[config.mk]
export PLATFORM = sky130hd
export DESIGN_NAME = filter_buffer_3d_db
export DESIGN_NICKNAME = d
export VERILOG_FILES = /design/src/rtl/filter_buffer_3d_db.sv
export SDC_FILE = /design/constraint.sdc
export NUM_CORES = 1
export LEC_CHECK = 0
export CORE_ASPECT_RATIO = 1.25
export CORE_MARGIN = 5
export CORE_UTILIZATION = 50
export CTS_BUF_LIST = sky130_fd_sc_hd__clkbuf_16
export DETAILED_ROUTE_END_ITERATION = 16
export PLACE_DENSITY = 0.84
export SLEW_MARGIN = 15
export SYNTH_ARGS = -nofsm -noshare
export SYNTH_HDL_FRONTEND = slang
export SYNTH_SLANG_ARGS = --single-unit
[constraint.sdc]
create_clock -name clk -period 3.9 [get_ports clk]
set_clock_uncertainty 0.05 [all_clocks]
set_input_delay 1.17 -clock clk [delete_from_list [all_inputs] [get_ports clk]]
set_output_delay 1.17 -clock clk [all_outputs]
set_load 0.01 [all_outputs]
[src/rtl/filter_buffer_3d_db.sv]
`default_nettype none
// ============================================================================
// Module   : filter_buffer_3d_db
// Purpose  : Double-buffered NUM_CH x K x K filter weight store with a
//            ready/valid load port and full-set parallel read-out.
// Revision : 1.0
// ============================================================================
module filter_buffer_3d_db #(
    parameter int FILTER_SIZE = 3,
    parameter int FILTER_BW   = 8,
    parameter int NUM_CH      = 2
) (
    input  logic                                            clk,
    input  logic                                            rst,
    input  logic                                            clear,
    input  logic                                            in_valid,
    output logic                                            in_ready,
    input  logic [FILTER_BW-1:0]                            d_in,
    // "release" is a reserved word, hence the prefix.
    input  logic                                            buf_release,
    output logic                                            filter_valid,
    output logic [NUM_CH*FILTER_SIZE*FILTER_SIZE*FILTER_BW-1:0] filter_data,
    output logic                                            load_done
);

    localparam int SET_WORDS = NUM_CH * FILTER_SIZE * FILTER_SIZE;
    localparam int IDX_W     = $clog2(SET_WORDS);
    localparam int K_W       = $clog2(FILTER_SIZE);
    localparam int CH_W      = (NUM_CH > 1) ? $clog2(NUM_CH) : 1;

    localparam logic [K_W-1:0]   c_k_last  = K_W'(FILTER_SIZE - 1);
    localparam logic [CH_W-1:0]  c_ch_last = CH_W'(NUM_CH - 1);
    localparam logic [IDX_W-1:0] c_k       = IDX_W'(FILTER_SIZE);
    localparam logic [IDX_W-1:0] c_kk      = IDX_W'(FILTER_SIZE * FILTER_SIZE);

    logic [FILTER_BW-1:0] r_bank [2][SET_WORDS];
    logic [1:0]           r_full;
    logic                 r_wr_bank;
    logic                 r_rd_bank;
    logic [K_W-1:0]       r_col;
    logic [K_W-1:0]       r_row;
    logic [CH_W-1:0]      r_ch;
    logic                 r_load_done;

    logic                 w_accept;
    logic                 w_col_last;
    logic                 w_row_last;
    logic                 w_ch_last;
    logic                 w_last;
    logic                 w_rel;
    logic [IDX_W-1:0]     w_elem;

    assign in_ready   = !rst && !r_full[r_wr_bank];
    assign w_accept   = in_valid && in_ready;
    assign w_col_last = (r_col == c_k_last);
    assign w_row_last = (r_row == c_k_last);
    assign w_ch_last  = (r_ch == c_ch_last);
    assign w_last     = w_accept && w_col_last && w_row_last && w_ch_last;
    // A release is only meaningful while the read bank holds a set.
    assign w_rel      = buf_release && r_full[r_rd_bank];
    assign w_elem     = IDX_W'(r_ch) * c_kk + IDX_W'(r_row) * c_k + IDX_W'(r_col);

    always_ff @(posedge clk) begin
        if (rst || clear) begin
            r_full      <= 2'b00;
            r_wr_bank   <= 1'b0;
            r_rd_bank   <= 1'b0;
            r_col       <= '0;
            r_row       <= '0;
            r_ch        <= '0;
            r_load_done <= 1'b0;
        end else begin
            r_load_done <= w_last;
            if (w_accept) begin
                if (w_col_last) begin
                    r_col <= '0;
                    if (w_row_last) begin
                        r_row <= '0;
                        r_ch  <= w_ch_last ? '0 : r_ch + 1'b1;
                    end else begin
                        r_row <= r_row + 1'b1;
                    end
                end else begin
                    r_col <= r_col + 1'b1;
                end
            end
            // When both fire they address different banks, so the two updates never collide.
            if (w_last) begin
                r_full[r_wr_bank] <= 1'b1;
                r_wr_bank         <= ~r_wr_bank;
            end
            if (w_rel) begin
                r_full[r_rd_bank] <= 1'b0;
                r_rd_bank         <= ~r_rd_bank;
            end
        end
    end

    always_ff @(posedge clk) begin
        if (rst) begin
            for (int b = 0; b < 2; b++) begin
                for (int e = 0; e < SET_WORDS; e++) begin
                    r_bank[b][e] <= '0;
                end
            end
        end else if (w_accept && !clear) begin
            r_bank[r_wr_bank][w_elem] <= d_in;
        end
    end

    assign filter_valid = r_full[r_rd_bank];
    assign load_done    = r_load_done;

    for (genvar e = 0; e < SET_WORDS; e++) begin : g_elem
        assign filter_data[e*FILTER_BW +: FILTER_BW] =
            filter_valid ? r_bank[r_rd_bank][e] : '0;
    end

endmodule
`default_nettype wire

==> results of run 1 <==
worst paths after layout:
path	startpoint	to	cells after the start
worst max-delay path	r_row[1]	r_bank[0][5]	12
worst min-delay path	r_row[1]	r_row[1]	2
worst min register to register	r_row[1]	r_row[1]	2
worst max register to register	r_row[1]	r_bank[0][5]	12
kinds of logic (layout without fill, tap and decap cells):
family                   after synthesis  count (layout)  share of synthesized area [%]
AND/OR/NAND/NOR                      409             409                          13.31
flip-flops                           299             299                          68.61
multiplexers                         148             148                          11.56
buffers and inverters                 72             301                          2.226
AO/OA/AOI/OAI                         60              60                          2.885
adder cells (fa/ha/maj)               12              12                          1.278
XOR/XNOR                               2               2                         0.1355
metal layers:
| layer | vias to the layer above | part of all wire, % | track usage [%] | wire length, um |
|---|---|---|---|---|
| met4 | 0 | 5.0 | 10.43 | 1685 |
| met3 | 116 | 7.8 | 3.481 | 2638 |
| met2 | 478 | 51 | 39.34 | 17170 |
| met1 | 4337 | 37 | 28.20 | 12410 |
| met5 | - | 0 | 0 | 0 |
| li1 | 3981 | - | - | - |
layout by cell type (no fill, tap or decap), types with 5 or more instances in the layout:
cell type          n
nor2b_1           12
dfxtp_1            9
clkbuf_16         27
edfxtp_1         288
a21oi_1           10
clkdlybuf4s50_1  159
nand2_1           51
buf_4             73
buf_12             7
o21ai_0           29
nor3_1            21
inv_1             16
ha_1              10
clkinv_1           6
nand2_2            6
mux2i_1          146
nor2_1           293
clkinv_2           5
state kept, by name (all words and copies together) (netlist names), named ones only:
register   count
r_rd_bank      1
r_ch           1
r_row          2
r_col          2
r_full         2
load_done      1
r_bank       288
r_wr_bank      1
worst min-delay path, delay by kind of cell (launching register included):
family,cells,cell delay (ps)
flops,1,370
mux,1,80
simple gates,1,70
power breakdown:
part           internal (mW)  switching [mW]
sequential              3.65          0.0415
combinational         0.0813           0.178
clock                   1.46            1.11
total                   5.19            1.33
layout make-up:
| class | count | area share [%] |
|---|---|---|
| Sequential cell | 299 | 54.39 |
| Timing Repair Buffer | 239 | 13.97 |
| Inverter | 13 | 0.2991 |
| Clock inverter | 22 | 1.135 |
| Tap cell | 335 | 2.569 |
| Clock buffer | 27 | 4.142 |
| Multi-Input combinational cell | 631 | 23.49 |
metrics by stage:
stage          total power, mW  setup WS (ps)
6_report                 6.521          128.9
5_1_grt                  6.704         -8.367
2_1_floorplan            3.859         -155.3
4_1_cts                  6.531          31.74
3_3_place_gp             3.997          112.4
3_5_place_dp             4.009         -34.57
what timing repair did:
item / CTS / global route
setup endpoints to repair: 15 / 195
hold buffers: 0 / 0
gates cloned: 0 / 0
resized for setup: 2 / 9
==> flow_summary.ini, run 1 <==
[outcome]
status = completed

[synthesis]
synthFlopType = edfxtp_1
synth_edf_count = 288
netlist.area_leader.share_pct = 66.91
yosys-top-cells-area = edfxtp_1, mux2i_1, nor2_1, dfxtp_1, nand2_1
syn_avg_cell_area_sq_um = 12.90
synth-seq-cells = 299
ys_top_cells_by_count = nor2_1, edfxtp_1, mux2i_1
synth_cells = 1002
ys_seq_area_share_pct = 68.61
ys_async_sr_fraction_pct = 0
post-synth-top-count-cell = nor2_1
yosysTopAreaCell = edfxtp_1
synth_nets = 1027
synth_cell_types = 46
synthesis.area_sq_um = 12930
yosys_warnings = 0

[sta]
fin_crit_ps = 3771
hold_viol_final = 0
setup_viol = 0
fmax_ghz = 0.2652
slew_headroom_pct = 56.76
period_share_pct = 96.69
max_slew.worst_pin.slew_ps = 647.7
slew_violations = 0
whs_ps = 504.9
tns_ps = 0

[finish]
drive_gt1_share_pct = 12.19
multi_input_area_sq_um = 3831
fin_cells = 1566
fin_area_sq_um = 16310
diodes = 0
n_fill_cell = 1784
nets = 1236
area_growth_pct = 26.20
ff_latch_area_sq_um = 8874
fin_util_pct = 64.29

[setup_path]
slowest_delay_ps = 520
crit_buf_inv = 3
worstPathRequired_ps = 4090
crit_type = register to register
cp-start-kind = register
r2r_slack_ps = 130
cp_max_fo = 15
worstPathCellList = inv_1 > ha_1 > fa_1 > ha_1 > fa_2 > and4bb_2 > a211oi_2 > nor3_1 > nor2_1 > buf_4 > o31ai_4 > buf_4
worst_ep_arrival_time_ps = 3960
path_delay_family = adder cells
critPathSlowestCell = fa_2
cp-end-kind = register

[job]
max_cap_violations = 0

[global_routing]
antenna_found_initial = 0
grt_max_degree = 59
grt_pass1_wl_um = 51470
grt_overflow_total = 0
first_global_vias = 8869
gr-usage-all-layers_pct = 22.72

[cts]
cts.sinks = 299
clk-insertion-delay-late_ps = 530
cts-root-buf = clkbuf_16
cts_setup_buffers = 0
clock_path_buffers = 3
clkTransAtPathRegs_ps = 70
htree_levels = 1
cts_tree = yes
cts_made_buffers = 27

[placement]
place_area_sq_um = 15410
numPlacedInstances = 1517
dp_hpwl_um = 23820
gp_congestion = 0.9100
port_buffers = 159

[die]
start_util_pct = 50.94
die_h_um = 189.8
io_pins = 160
core_sq_um = 25370
row_count = 65
die_area_sq_um = 29190
die_w_um = 153.8

[route]
vias = 8912
dr.pass1.iters = 7
drc = 0
vias_per_cell = 5.691
ant_nets = 0
totalWireLength_um = 33900
routedWlPerCell_um = 21.65
dr.first_iter.drc_count = 928

[power]
ir_drop_v = 0.0002765
power_density_nw_per_um2 = 399.7
power.leakage_nw = 5.340

[worst_hold_path]
hp-class = register to register
Power figures use the tool's default switching activity.
==> run 2: changes to the inputs <==
--- a/config.mk
+++ b/config.mk
@@ -5,12 +5,14 @@
 export SDC_FILE = /design/constraint.sdc
 export NUM_CORES = 1
 export LEC_CHECK = 0
+export ABC_AREA = 1
 export CORE_ASPECT_RATIO = 1.25
 export CORE_MARGIN = 5
-export CORE_UTILIZATION = 50
+export CORE_UTILIZATION = 51
 export CTS_BUF_LIST = sky130_fd_sc_hd__clkbuf_16
+export CTS_CLUSTER_DIAMETER = 100
 export DETAILED_ROUTE_END_ITERATION = 16
-export PLACE_DENSITY = 0.84
+export PLACE_DENSITY = 0.85
 export SLEW_MARGIN = 15
 export SYNTH_ARGS = -nofsm -noshare
 export SYNTH_HDL_FRONTEND = slang
==> run 2 against run 1 <==
The run now ends with negative setup slack left. Area after synthesis increased by 7.6%. Register-to-register slack worse by 140 ps. Cell count grew 12%. Total power is essentially flat. Critical path type unchanged.
==> flow_summary.ini, run 2 <==
[die]
start_util_pct = 51.71
die_h_um = 194.7
core_sq_um = 26910
die_w_um = 157.7
row_count = 67
io_pins = 160
die_area_sq_um = 30710

[cts]
htree_levels = 1
cts_tree = yes
cts_made_buffers = 26
clkTransAtPathRegs_ps = 70
clock_path_buffers = 3
cts.sinks = 299
clk-insertion-delay-late_ps = 540
cts-root-buf = clkbuf_16

[route]
dr.first_iter.drc_count = 959
vias = 9484
drc = 0
vias_per_cell = 5.389
dr.pass1.iters = 5
routedWlPerCell_um = 20.48
ant_nets = 0
totalWireLength_um = 36040

[finish]
drive_gt1_share_pct = 21.34
area_growth_pct = 24.12
fin_util_pct = 64.18
largest_reg_flops = 288
fin_cells = 1760
fin_area_sq_um = 17270
diodes = 0
regMostFlops = r_bank
layout_commonest_cell = edfxtp_1
nets = 1423
final_cell_mix = edfxtp_1, inv_1, nand2_1

[sta]
setup_viol = 2
fin_ws_ps = -8.146
max_slew.worst_pin.slew_ps = 695.7
fin_crit_ps = 3908
fmax_ghz = 0.2559
slew_violations = 0
hold_viol_final = 0
period_share_pct = 100.2
slew_headroom_pct = 53.62

[placement]
gp_congestion = 0.8676
place_area_sq_um = 16150
numPlacedInstances = 1703
port_buffers = 159
pre_cts_slack_ps = -144.9
dp_hpwl_um = 22790

[setup_path]
cp-start-kind = register
cp-end-kind = register
crit_type = register to register
worstPathRequired_ps = 4090
worst_ep_arrival_time_ps = 4100
cp_max_fo = 8

[job]
max_cap_violations = 0

[synthesis]
netlist.area_leader.share_pct = 62.15
ys_seq_area_share_pct = 63.74
syn_avg_cell_area_sq_um = 11.50
synth_nets = 1235
yosys-top-cells-area = edfxtp_1, mux2_2, nand2_1, inv_1, nor2_1
ys_top_cells_by_count = edfxtp_1, nand2_1, inv_1
synth-seq-cells = 299
synthesis.area_sq_um = 13910
synthFlopType = edfxtp_1
synth_cells = 1210
synth_cell_types = 26
post-synth-top-count-cell = edfxtp_1
synth_edf_count = 288
yosysTopAreaCell = edfxtp_1
ys_async_sr_fraction_pct = 0
yosys_warnings = 0

[power]
power.leakage_nw = 7.563
ir_drop_v = 0.0003735
power_density_nw_per_um2 = 377.6

[global_routing]
antenna_found_initial = 0
gr-usage-all-layers_pct = 22.38
first_global_vias = 9181
grt_max_degree = 83
grt_pass1_wl_um = 52930
grt_overflow_total = 0

[worst_hold_path]
hp-class = register to register

[outcome]
status = complete, but fails checks
violations = negative setup slack
==> run 2: path summary, 6_finish.rpt <==
kind | start | slack (ps) | cells past startpoint | to
setup / recovery | r_row[0] | -8 | 15 | r_bank[1][7]
hold / removal | r_ch | 460 | 2 | r_ch
setup reg to reg | r_row[0] | -8 | 15 | r_bank[1][7]
hold reg to reg | r_ch | 460 | 2 | r_ch
==> run 2: power breakdown <==
part	switching [mW]	total, mW	internal (mW)
Sequential	0.0444	3.73	3.69
Clock	1.17	2.44	1.27
Combinational	0.234	0.346	0.112
==> run 2: layer usage <==
layer / track usage [%] / wire, um / vias to the layer above
met5: 0 / 0 / -
met4: 7.491 / 1428 / 0
met3: 2.870 / 3689 / 103
met2: 37.38 / 18010 / 602
met1: 30.33 / 12910 / 4477
li1: - / - / 4302
==> run 2: repair_timing <==
| action | 4_1_cts | 5_1_grt |
|---|---|---|
| hold buffers | 0 | 0 |
| endpoints found under the hold margin | 0 | 0 |
| pin swaps | 2 | 7 |
| setup buffers | 0 | 9 |
| gates cloned | 1 | 2 |
| resized for setup | 15 | 41 |
| endpoints found under the setup margin | 305 | 561 |
==> run 2: cells by family after synthesis <==
family / count (synthesis) / share of synthesized area [%]
buf+inv: 278 / 7.904
xor+xnor: 1 / 0.06296
flops: 299 / 63.74
simple gates: 451 / 14.40
compound gates: 25 / 1.061
mux: 144 / 11.65
fa+ha+maj: 12 / 1.187
==> run 2: final cells by class <==
cell class              instances  area, sq um
repair buffers                211         2173
inverters                     225        859.6
well taps                     345        431.7
fillers                      1838         9639
flip-flops and latches        299         8876
clock buffers                  27        675.6
clock inverters                18        117.6
multi-input cells             635         4136
==> run 2: stage by stage <==
step	hold slack (ps)	total power, mW	setup TNS [ps]
global route	483.6	6.674	-17930
CTS	461.8	6.483	-3513
floorplan	404.4	3.957	0
detailed placement	449.5	4.114	-13550
global placement	436.5	4.095	0
finish	461.6	6.522	-15.02
==> run 2: worst max-delay path, stage by stage (launching register included) <==
cell      delay [ps]
dfxtp_2          330
inv_1            170
ha_4             240
fa_1             480
ha_2             220
fa_2             530
nand3_1          170
nor2_2           250
o211ai_1         160
nand2_1          160
nor2_4            50
nand4_1          170
buf_4            160
nand2_4          110
nor2_1           150
buf_4            200
==> run 3: changes to the inputs <==
--- a/config.mk
+++ b/config.mk
@@ -13,6 +13,7 @@
 export CTS_CLUSTER_DIAMETER = 100
 export DETAILED_ROUTE_END_ITERATION = 16
 export PLACE_DENSITY = 0.85
+export SETUP_SLACK_MARGIN = 0.5
 export SLEW_MARGIN = 15
 export SYNTH_ARGS = -nofsm -noshare
 export SYNTH_HDL_FRONTEND = slang
==> run 3 against run 2 <==
Setup slack better by 59 ps. Hold slack worse by 2.4 ps. Clock-buffer cell count unchanged. Sequential share of layout area down 4.6 points. Die area unchanged. The run now ends clean. Highest routed layer unchanged. Critical path depth up 2.
==> flow_summary.ini, run 3 (synthesis results as in run 2) <==
[placement]
dp_hpwl_um = 23410
port_buffers = 159
place_area_sq_um = 16260
numPlacedInstances = 1697
gp_congestion = 0.8773

[finish]
largest_reg_flops = 288
drive_gt1_share_pct = 29.85
fin_cells = 1829
diodes = 0
regMostFlops = r_bank
layout_commonest_cell = edfxtp_1
area_growth_pct = 36.36
fin_area_sq_um = 18970
final_cell_mix = edfxtp_1, inv_1, nand2_1
nets = 1488

[cts]
clock_path_buffers = 3
htree_levels = 1
cts_made_buffers = 27
clk-insertion-delay-late_ps = 560
postCtsHoldBufs = 0
cts-root-buf = clkbuf_16
cts.sinks = 299
cts_tree = yes
clkTransAtPathRegs_ps = 70

[sta]
max_slew.worst_pin.slew_ps = 973.7
setup_viol = 0
slew_headroom_pct = 35.09
fmax_ghz = 0.2598
tns_ps = 0
fin_crit_ps = 3849
slew_violations = 0
hold_viol_final = 0
rsz0062_at_grt = yes
period_share_pct = 98.70

[power]
power.leakage_nw = 8.740
p_clk_share_pct = 40.5
combPwrFrac_pct = 6.3
seqPwrFrac_pct = 53.2
ir_drop_v = 0.0003778
power_switching_share_pct = 23.77
power_density_nw_per_um2 = 372.0
power_switching_mw = 1.678
internal_power_mw = 5.381

[outcome]
status = completed

[route]
ant_nets = 0
dr.first_iter.drc_count = 1640
drc = 0
dr.pass1.iters = 6
vias = 10960
totalWireLength_um = 48780
routedWlPerCell_um = 26.67
vias_per_cell = 5.991

[job]
max_cap_violations = 0

[global_routing]
gr-usage-all-layers_pct = 28.01
grt_overflow_total = 0
grt_pass1_wl_um = 64540
first_global_vias = 10600
grt_max_degree = 39
antenna_found_initial = 0

[worst_hold_path]
hp-class = register to register

[die]
die_area_sq_um = 30710
die_w_um = 157.7
die_h_um = 194.7
start_util_pct = 51.71
row_count = 67
core_sq_um = 26910
io_pins = 160

[setup_path]
cp_max_fo = 8
cp-start-kind = register
cp-end-kind = register
worstPathRequired_ps = 4080
crit_type = register to register
worst_ep_arrival_time_ps = 4030
-- run 3: cell count changes in the layout (fill, tap and decap cells not counted), moves of 10 or more --
cell / change
buf_16: +14
clkdlybuf4s50_1: -103
nand2_2: +11
nand2_1: -29
dlygate4sd2_1: +103
inv_1: -21
nor2_4: +17
inv_2: +10
nor2_1: -21
buf_4: +10
nand2_8: +20
buf_6: +20
-- run 3: timing repair --
action / CTS / global route
pin swaps: 32 / 34
gates cloned: 19 / 6
setup endpoints to repair: 698 / 660
gates resized for setup: 239 / 82
buffers inserted: 39 / 18
-- run 3: area by class of cell --
type	count	area, sq um
Fill cell	1508	7935
Inverter	225	904.6
Multi-Input combinational cell	635	4658
Clock inverter	23	234.0
Timing Repair Buffer	275	3196
Clock buffer	27	675.6
Tap cell	345	431.7
Sequential cell	299	8875
-- run 3: metal layers --
layer	vias up	GRT usage (%)	wire, um
li1	4455	-	-
met1	5141	34.88	15900
met2	1083	45.44	23120
met3	278	4.828	5892
met4	0	16.83	3863
met5	-	0	0
-- run 3: stage by stage --
stage | power (mW) | utilization [%] | hold slack [ps] | setup slack [ps]
after floorplan | 3.976 | - | 404.4 | 528.3
final | 7.058 | 70.51 | 459.2 | 50.87
after global placement | 4.110 | 60.43 | 439.2 | 193.9
after CTS | 6.855 | 68.11 | 457.2 | 309.9
after global routing | 7.172 | 70.51 | 473.1 | -19.49
after detailed placement | 4.126 | 60.43 | 445.2 | 88.15
-- run 3: worst paths after layout --
path	start	cells after the start	to	slack, ps
min reg2reg	r_row[1]	2	r_row[1]	460
max	r_row[1]	17	r_bank[1][59]	50
max reg2reg	r_row[1]	17	r_bank[1][59]	50
min	r_row[1]	2	r_row[1]	460
-- run 3: power by group through the flow --
stage | logic, mW | clock network, mW | registers (mW)
5_1_grt | 0.449 | 2.96 | 3.76
4_1_cts | 0.374 | 2.74 | 3.75
3_3_place_gp | 0.303 | 0 | 3.81
6_report | 0.442 | 2.86 | 3.76
3_5_place_dp | 0.314 | 0 | 3.81
2_1_floorplan | 0.197 | 0 | 3.78
-- run 3: critical path, stage by stage, from the launching register on --
cell      delay, ps
dfxtp_2         340
inv_2            50
ha_4            240
fa_1            480
ha_2            210
fa_2            590
inv_2            70
nand2_2          80
nor2_2           60
o211ai_1        130
nand2_2         160
nor2_4          190
nand3_4         120
buf_12          190
buf_12          150
nand2_1          80
inv_1            70
nor2_4          270
